--- src/rtl/uart_frame_rx.sv ---
// uart_frame_rx
//   Receives the 5-byte OLED link frame 0x00, D[7:0], D[15:8], D[23:16], 0x07
//   over an 8N1 LSB-first serial line and presents the 24-bit payload with a
//   one-cycle valid strobe.
// Ports
//   clk        system clock
//   rst        asynchronous active-low reset
//   rs232_rx   serial line, idles high, asynchronous to clk
//   rx_data    payload of the last good frame (byte1 -> [7:0] ... byte3 -> [23:16])
//   rx_valid   one-cycle pulse, rx_data updated on the same cycle
//   frame_err  one-cycle pulse: bad tail, bad stop bit inside a frame, or timeout
//   busy       frame parser is outside IDLE
`timescale 1ns/1ps
module uart_frame_rx #(
    parameter int CLK_FREQ     = 50_000_000,
    parameter int BAUD         = 9600,
    parameter int TIMEOUT_BITS = 20
) (
    input  logic        clk,
    input  logic        rst,
    input  logic        rs232_rx,
    output logic [23:0] rx_data,
    output logic        rx_valid,
    output logic        frame_err,
    output logic        busy
);

    localparam int CPB       = CLK_FREQ / BAUD;
    localparam int HALF      = CPB / 2;
    localparam int BCW       = $clog2(CPB + 1);
    localparam int TMO_LIMIT = TIMEOUT_BITS * CPB;
    localparam int TCW       = $clog2(TMO_LIMIT + 1);

    typedef enum logic [1:0] {R_IDLE, R_START, R_DATA, R_STOP} rstate_t;
    typedef enum logic [2:0] {IDLE, B0, B1, B2, TAIL} pstate_t;

    logic           rx_meta, rx_sync, rx_prev;
    rstate_t        r_state, r_state_nxt;
    logic [BCW-1:0] bit_cnt, bit_cnt_nxt;
    logic [2:0]     bit_idx, bit_idx_nxt;
    logic           shift_en;
    logic [7:0]     shift_p0;
    logic           ok_nxt, bad_nxt;
    logic           byte_ok_p0, byte_bad_p0;
    logic           byte_ok_p1, byte_bad_p1;
    logic [7:0]     byte_p1;

    pstate_t        p_state, p_state_nxt;
    logic           valid_nxt, err_nxt, tmo_clr, tmo_hit;
    logic           ld0, ld1, ld2;
    logic [TCW-1:0] tmo_cnt;
    logic [7:0]     sh0, sh1, sh2;

    // ---- stage p0: synchroniser and byte receiver ----
    always_comb begin
        r_state_nxt = r_state;
        bit_cnt_nxt = bit_cnt + 1'b1;
        bit_idx_nxt = bit_idx;
        shift_en    = 1'b0;
        ok_nxt      = 1'b0;
        bad_nxt     = 1'b0;
        case (r_state)
            R_IDLE: begin
                bit_cnt_nxt = '0;
                if (rx_prev && !rx_sync) r_state_nxt = R_START;
            end
            R_START: begin
                // Mid-start sample; a line already back high was a glitch.
                if (bit_cnt == BCW'(HALF - 1)) begin
                    bit_cnt_nxt = '0;
                    bit_idx_nxt = '0;
                    r_state_nxt = rx_sync ? R_IDLE : R_DATA;
                end
            end
            R_DATA: begin
                if (bit_cnt == BCW'(CPB - 1)) begin
                    bit_cnt_nxt = '0;
                    shift_en    = 1'b1;
                    bit_idx_nxt = bit_idx + 1'b1;
                    if (bit_idx == 3'd7) r_state_nxt = R_STOP;
                end
            end
            R_STOP: begin
                if (bit_cnt == BCW'(CPB - 1)) begin
                    bit_cnt_nxt = '0;
                    ok_nxt      = rx_sync;
                    bad_nxt     = !rx_sync;
                    r_state_nxt = R_IDLE;
                end
            end
            default: r_state_nxt = R_IDLE;
        endcase
    end

    always_ff @(posedge clk or negedge rst) begin
        if (!rst) begin
            rx_meta     <= 1'b1;
            rx_sync     <= 1'b1;
            rx_prev     <= 1'b1;
            r_state     <= R_IDLE;
            bit_cnt     <= '0;
            bit_idx     <= '0;
            byte_ok_p0  <= 1'b0;
            byte_bad_p0 <= 1'b0;
            byte_ok_p1  <= 1'b0;
            byte_bad_p1 <= 1'b0;
        end else begin
            rx_meta     <= rs232_rx;
            rx_sync     <= rx_meta;
            rx_prev     <= rx_sync;
            r_state     <= r_state_nxt;
            bit_cnt     <= bit_cnt_nxt;
            bit_idx     <= bit_idx_nxt;
            byte_ok_p0  <= ok_nxt;
            byte_bad_p0 <= bad_nxt;
            byte_ok_p1  <= byte_ok_p0;
            byte_bad_p1 <= byte_bad_p0;
        end
    end

    always_ff @(posedge clk) begin
        if (shift_en) shift_p0 <= {rx_sync, shift_p0[7:1]};
        byte_p1 <= shift_p0;
    end

    // ---- stage p1: frame parser and timeout ----
    assign tmo_hit = (tmo_cnt == TCW'(TMO_LIMIT - 1));
    assign busy    = (p_state != IDLE);

    always_comb begin
        p_state_nxt = p_state;
        valid_nxt   = 1'b0;
        err_nxt     = 1'b0;
        tmo_clr     = 1'b0;
        ld0         = 1'b0;
        ld1         = 1'b0;
        ld2         = 1'b0;
        if (p_state == IDLE) begin
            if (byte_ok_p1 && byte_p1 == 8'h00) begin
                p_state_nxt = B0;
                tmo_clr     = 1'b1;
            end
        end else if (byte_ok_p1) begin
            // A byte event on the timeout cycle takes priority.
            case (p_state)
                B0:      begin ld0 = 1'b1; p_state_nxt = B1; end
                B1:      begin ld1 = 1'b1; p_state_nxt = B2; end
                B2:      begin ld2 = 1'b1; p_state_nxt = TAIL; end
                default: begin
                    valid_nxt   = (byte_p1 == 8'h07);
                    err_nxt     = (byte_p1 != 8'h07);
                    p_state_nxt = IDLE;
                end
            endcase
        end else if (byte_bad_p1 || tmo_hit) begin
            err_nxt     = 1'b1;
            p_state_nxt = IDLE;
        end
    end

    always_ff @(posedge clk or negedge rst) begin
        if (!rst) begin
            p_state   <= IDLE;
            tmo_cnt   <= '0;
            rx_valid  <= 1'b0;
            frame_err <= 1'b0;
            rx_data   <= '0;
        end else begin
            p_state   <= p_state_nxt;
            rx_valid  <= valid_nxt;
            frame_err <= err_nxt;
            if (tmo_clr || byte_ok_p1 || byte_bad_p1) tmo_cnt <= '0;
            else if (busy)                           tmo_cnt <= tmo_cnt + 1'b1;
            if (valid_nxt) rx_data <= {sh2, sh1, sh0};
        end
    end

    always_ff @(posedge clk) begin
        if (ld0) sh0 <= byte_p1;
        if (ld1) sh1 <= byte_p1;
        if (ld2) sh2 <= byte_p1;
    end

endmodule
--- config.mk ---
export PLATFORM = sky130hd
export DESIGN_NAME = uart_frame_rx
export DESIGN_NICKNAME = d
export VERILOG_FILES = /design/src/rtl/uart_frame_rx.sv
export SDC_FILE = /design/constraint.sdc
export NUM_CORES = 1
export LEC_CHECK = 0
export BUFFER_PORTS_ARGS = -buffer_cell sky130_fd_sc_hd__buf_2
export CELL_PAD_IN_SITES_DETAIL_PLACEMENT = 0
export CELL_PAD_IN_SITES_GLOBAL_PLACEMENT = 1
export CORE_ASPECT_RATIO = 0.9
export CORE_MARGIN = 4
export CORE_UTILIZATION = 46
export CTS_BUF_LIST = sky130_fd_sc_hd__clkbuf_4 sky130_fd_sc_hd__clkbuf_8
export DETAILED_ROUTE_END_ITERATION = 10
export PLACE_DENSITY = 0.86
export SYNTH_ARGS = -nofsm -noshare
export SYNTH_HDL_FRONTEND = slang
export SYNTH_SLANG_ARGS = --single-unit
--- constraint.sdc ---
create_clock -name clk -period 2.2 [get_ports clk]
set_input_delay 0.44 -clock clk [delete_from_list [all_inputs] [get_ports clk]]
set_output_delay 0.44 -clock clk [all_outputs]
set_load 0.02 [all_outputs]
* After elaboration in Yosys (flattened, before gate mapping)
Index checks and enable logic that the tools add are counted.
Word-level totals: register bits 111, output and inout port bits 27
Operators by class: reductions and logical operators 18, multiplexer cells 44, eq/ne operators 18, add/subtract/negate cells 3
Operator list (count):
- 13-bit one-hot mux with 3 select lines | 1
- 17-bit 2-to-1 mux | 2
- 13-bit 2-to-1 mux | 2
- 1-bit 2-to-1 mux | 24
- 3-bit 2-to-1 mux | 6
- 17-bit by 1-bit adder with 17-bit output, second input constant | 1
- 17-bit equality test, second input constant | 1
- 13-bit by 1-bit adder with 13-bit output, second input constant | 1
- 13-bit by 12-bit equality test with 1-bit output, second input constant | 1
- 13-bit equality test, second input constant | 1
- 2-bit 2-to-1 mux | 6
- 2-bit != test, second input constant | 5
- 3-bit one-hot mux with 3 select lines | 1
- 8-bit by 3-bit equality test with 1-bit output, second input constant | 1
- 8-bit logical NOT | 1
- 8-bit by 3-bit != test with 1-bit output, second input constant | 1
- 2-bit one-hot mux with 4 select lines | 1
- 3-bit by 2-bit equality test with 1-bit output, second input constant | 2
- 3-bit one-hot mux with 2 select lines | 1
- 3-bit nonzero test | 2
- 5-bit AND reduction | 1
- 2-bit equality test, second input constant | 2
- 2-bit nonzero test | 2
- 3-bit by 1-bit adder with 3-bit output, second input constant | 1
- 13 further kinds | 16

* Depth between registers and ports, before layout
depth in word-level cells 7, depth in mapped cells 6, depth with buffers taken out 5

* Worst setup path before layout
OpenSTA, ideal clock, no wires.
kind reg-to-reg, from reg bit_cnt[3], to reg shift_p0[0] (enable), arrival time 1.819 ns, buffers on the path 1, data required time 1.830 ns, clock period less this slack 2.190 ns, slack 0.010 ns, setup time 0.370 ns, cell stages (with the launch flop) 6, path through dfrtp_1 -> clkbuf_1 -> or4_1 -> nor3_2 -> nand2_1 -> nor2_1
Between the ends: word-level cells in the longest chain between the ends 3
Ends and longest elaborated chain:
- from (decl) | line 39 | logic [BCW-1:0] bit_cnt, bit_cnt_nxt;
- from (signal assigned) | line 112 | bit_cnt <= bit_cnt_nxt;
- 13-bit equality test | line 76 | if (bit_cnt == BCW'(CPB - 1)) begin
- 1-bit 2-to-1 mux | line 76
- 1-bit 2-to-1 mux | line 62 | case (r_state)
- via shift_en | line 41 | logic shift_en;
- to (signal assigned) | line 122 | if (shift_en) shift_p0 <= {rx_sync, shift_p0[7:1]};
- to (decl) | line 42 | logic [7:0] shift_p0;
The timed path passes the listed nets, and every way through them passes these cells. A chain may end at the register's enable or synchronous reset.

* Worst setup path in the final report
from reg tmo_cnt[0], to reg tmo_cnt[16]
Between the ends: word-level cells in the longest chain between the ends 3
Ends and longest elaborated chain:
- from (decl) | line 51 | logic [TCW-1:0] tmo_cnt;
- from (signal assigned) | line 173 | else if (busy) tmo_cnt <= tmo_cnt + 1'b1;
- 17-bit by 1-bit adder with 17-bit output | line 173
- 17-bit 2-to-1 mux | line 173
- 17-bit 2-to-1 mux | line 172 | if (tmo_clr || byte_ok_p1 || byte_bad_p1) tmo_cnt <= '0;
Every way passes these cells. The select of a mux whose other input is x is not followed.

==> reports/qor.yml <==
status: "finished, final reports clean"
ir_worst_vdd_v: 0.000367
synth_area_per_cell_um2: 13.3
synth_seq_cells: 111
via_per_inst: 5.33
worstMarginPinSlew_ns: 0.546
synth_top_area_cell: "dfrtp_1"
synth_area_um2: 4390
grt_first_pass_wirelength_um: 13400
cts_sinks: 111
ys.flop_type: "dfrtp_1"
routabilityCongestion: 0.824
p_int_mw: 2.75
root_buffer: "clkbuf_8"
slew_headroom_pct: 63.6
dp_hpwl_um: 5280
ant_nets: 0
synth_enable_flop_cells: 32
grt_max_degree: 35
cp-end-kind: "flip-flop"
final_util_pct: 53.9
synth_cell_types: 48
synth.most_common_cell: "dfrtp_1"
synth_top_area_share_pct: 38.8
setup_viol: 0
die-area_um2: 11200
pre_cts_slack_ns: 0.141
drt_first_pass_iters: 4
fin_nets: 381
seqPwrFrac_pct: 59.9
die_w_um: 111
cts_hold_buffers: 0
ys_top_cells_by_count: "68 x dfrtp_1, 33 x nor2_1, 32 x edfxtp_1"
skew_ns: 0.0157
layout-drive-gt1-share_pct: 24.8
syn_inst: 331
grt-ovfl-total: 0
reg2regPathDepth: 5
maxCapViolCount: 0
htree_levels: 3
track_usage_pct: 15.0
coreArea_um2: 9210
p_sw_share_pct: 26.8
min-delay-path-class: "input port to async pin"
power_frac_comb_pct: 6.6
hold_viol: 0
cp-start-kind: "flip-flop"
power.density_nw_per_um2: 758
async_reset_ff_share_pct: 64.0
path_class: "flip-flop to flip-flop"
tns_ns: 0
via_count: 2668
fmax_ghz: 0.484
cts_setup_buffers: 0
period_share_pct: 93.9
port-buffer-count: 29
holdWs_ns: 0.0143
clockBufferDepth: 2
p_switching_mw: 1.01
period_minus_slack_ns: 2.07
slew_violations: 0
rsz0062_at_grt: "no"
syn_nets: 338
antenna_found_initial: 0
area_growth_pct: 13.0
drc: 0
clock_latency_ns: 0.39
critPathRequiredTime_ns: 2.51
crit_arrival_ns: 2.38
layout_setup_ws_ns: 0.135
path_max_fanout: 7
yosysWarnings: 0
dr.first_iter.drc_count: 157
totalWireLength_um: 7570
synth_area_leaders: "dfrtp_1 39%, edfxtp_1 22%, mux2_2 6.2%"
p_clk_share_pct: 33.5
clk_pin_slew_worst_paths_ns: 0.12
post_drt_wl_per_cell_um: 15.1
first_global_vias: 2717
die_y_um: 101
insertedDiodeCount: 0
p_leak_nw: 2.23
start_util_pct: 47.7
row_count: 33
cts_buffers: 9
boundaryPins: 30
tritoncts: "done"
yosysSeqAreaShare_pct: 66.1
rrSetupSlack_ns: 0.13
==> kinds of logic (layout without fill, tap and decap cells) <==
kind of cell	count (synthesis)	count (layout)	share of synthesized area [%]
fa+ha+maj	4	4	1.14
simple gates	124	124	15.5
xor+xnor	20	20	3.99
mux	27	27	6.84
buf+inv	15	63	1.74
flops	111	111	66.1
compound gates	30	30	4.70
==> power by group through the flow <==
stage / combinational, mW / sequential [mW] / clock [mW]
final: 0.247 / 2.25 / 1.26
after global routing: 0.278 / 2.27 / 1.40
after CTS: 0.253 / 2.25 / 1.30
after detailed placement: 0.252 / 2.30 / 0
after global placement: 0.240 / 2.29 / 0
after floorplan: 0.169 / 2.27 / 0
==> sequential cells by signal, summed over array words and instances (netlist names), 3 cells and up, named ones only <==
name / cells
rx_data: 24
sh0: 8
p_state: 3
byte_p1: 8
bit_cnt: 13
shift_p0: 8
sh1: 8
tmo_cnt: 17
sh2: 8
bit_idx: 3
==> timing repair <==
action                                  CTS  global route
resized for setup                         1             2
endpoints found under the setup margin    1             1
pin swaps                                 0             0
==> cell type report <==
cell class / instances / area [µm²]
Sequential cell: 111 / 2900
Tap cell: 122 / 153
Multi-Input combinational cell: 205 / 1420
Inverter: 7 / 26.3
Clock inverter: 7 / 93.8
Timing Repair Buffer: 40 / 240
Clock buffer: 9 / 124
Fill cell: 772 / 4250
==> layer usage <==
layer	share of wire [%]	track usage, %
met2	48	24.3
met3	3.5	4.08
met1	48	19.5
met4	1.0	5.40
met5	0	0
==> cells in the final DEF (no fill, tap or decap), types with 4 or more instances in the layout <==
master,n
clkbuf_8,9
nand3_1,12
or3_1,4
nor3_1,7
ha_1,4
nor2_1,33
nand4_1,10
nor2b_1,4
edfxtp_1,32
a21oi_1,9
dfrtp_1,68
inv_1,6
nand2_1,19
dfxtp_1,8
buf_2,29
xor2_1,9
or4_1,4
mux2_2,24
o21ai_0,6
and3_1,7
buf_4,10
xnor2_1,11
==> critical path: stages, from the launching register on <==
cell and delay, ns:
dfrtp_1 0.41, ha_1 0.22, nand3_2 0.10, or4_1 0.64, or4_1 0.50, a21oi_1 0.14
==> metrics by stage <==
stage | instance area [µm²] | total power, mW | cells
floorplan | 4390 | 2.44 | 331
global placement | 4730 | 2.53 | 485
detailed placement | 4730 | 2.55 | 485
CTS | 4960 | 3.81 | 501
global route | 4960 | 3.95 | 501
finish | 4960 | 3.76 | 501
==> path summary, 6_finish.rpt <==
kind                              from           to
hold reg to reg            shift_p0[0]   byte_p1[0]
min in group clk              rs232_rx      rx_meta
setup reg to reg            tmo_cnt[0]  tmo_cnt[16]
setup / recovery            tmo_cnt[0]  tmo_cnt[16]
max in group asynchronous          rst  rx_data[17]
hold / removal                     rst  rx_data[21]
Power figures use the tool's default switching activity.
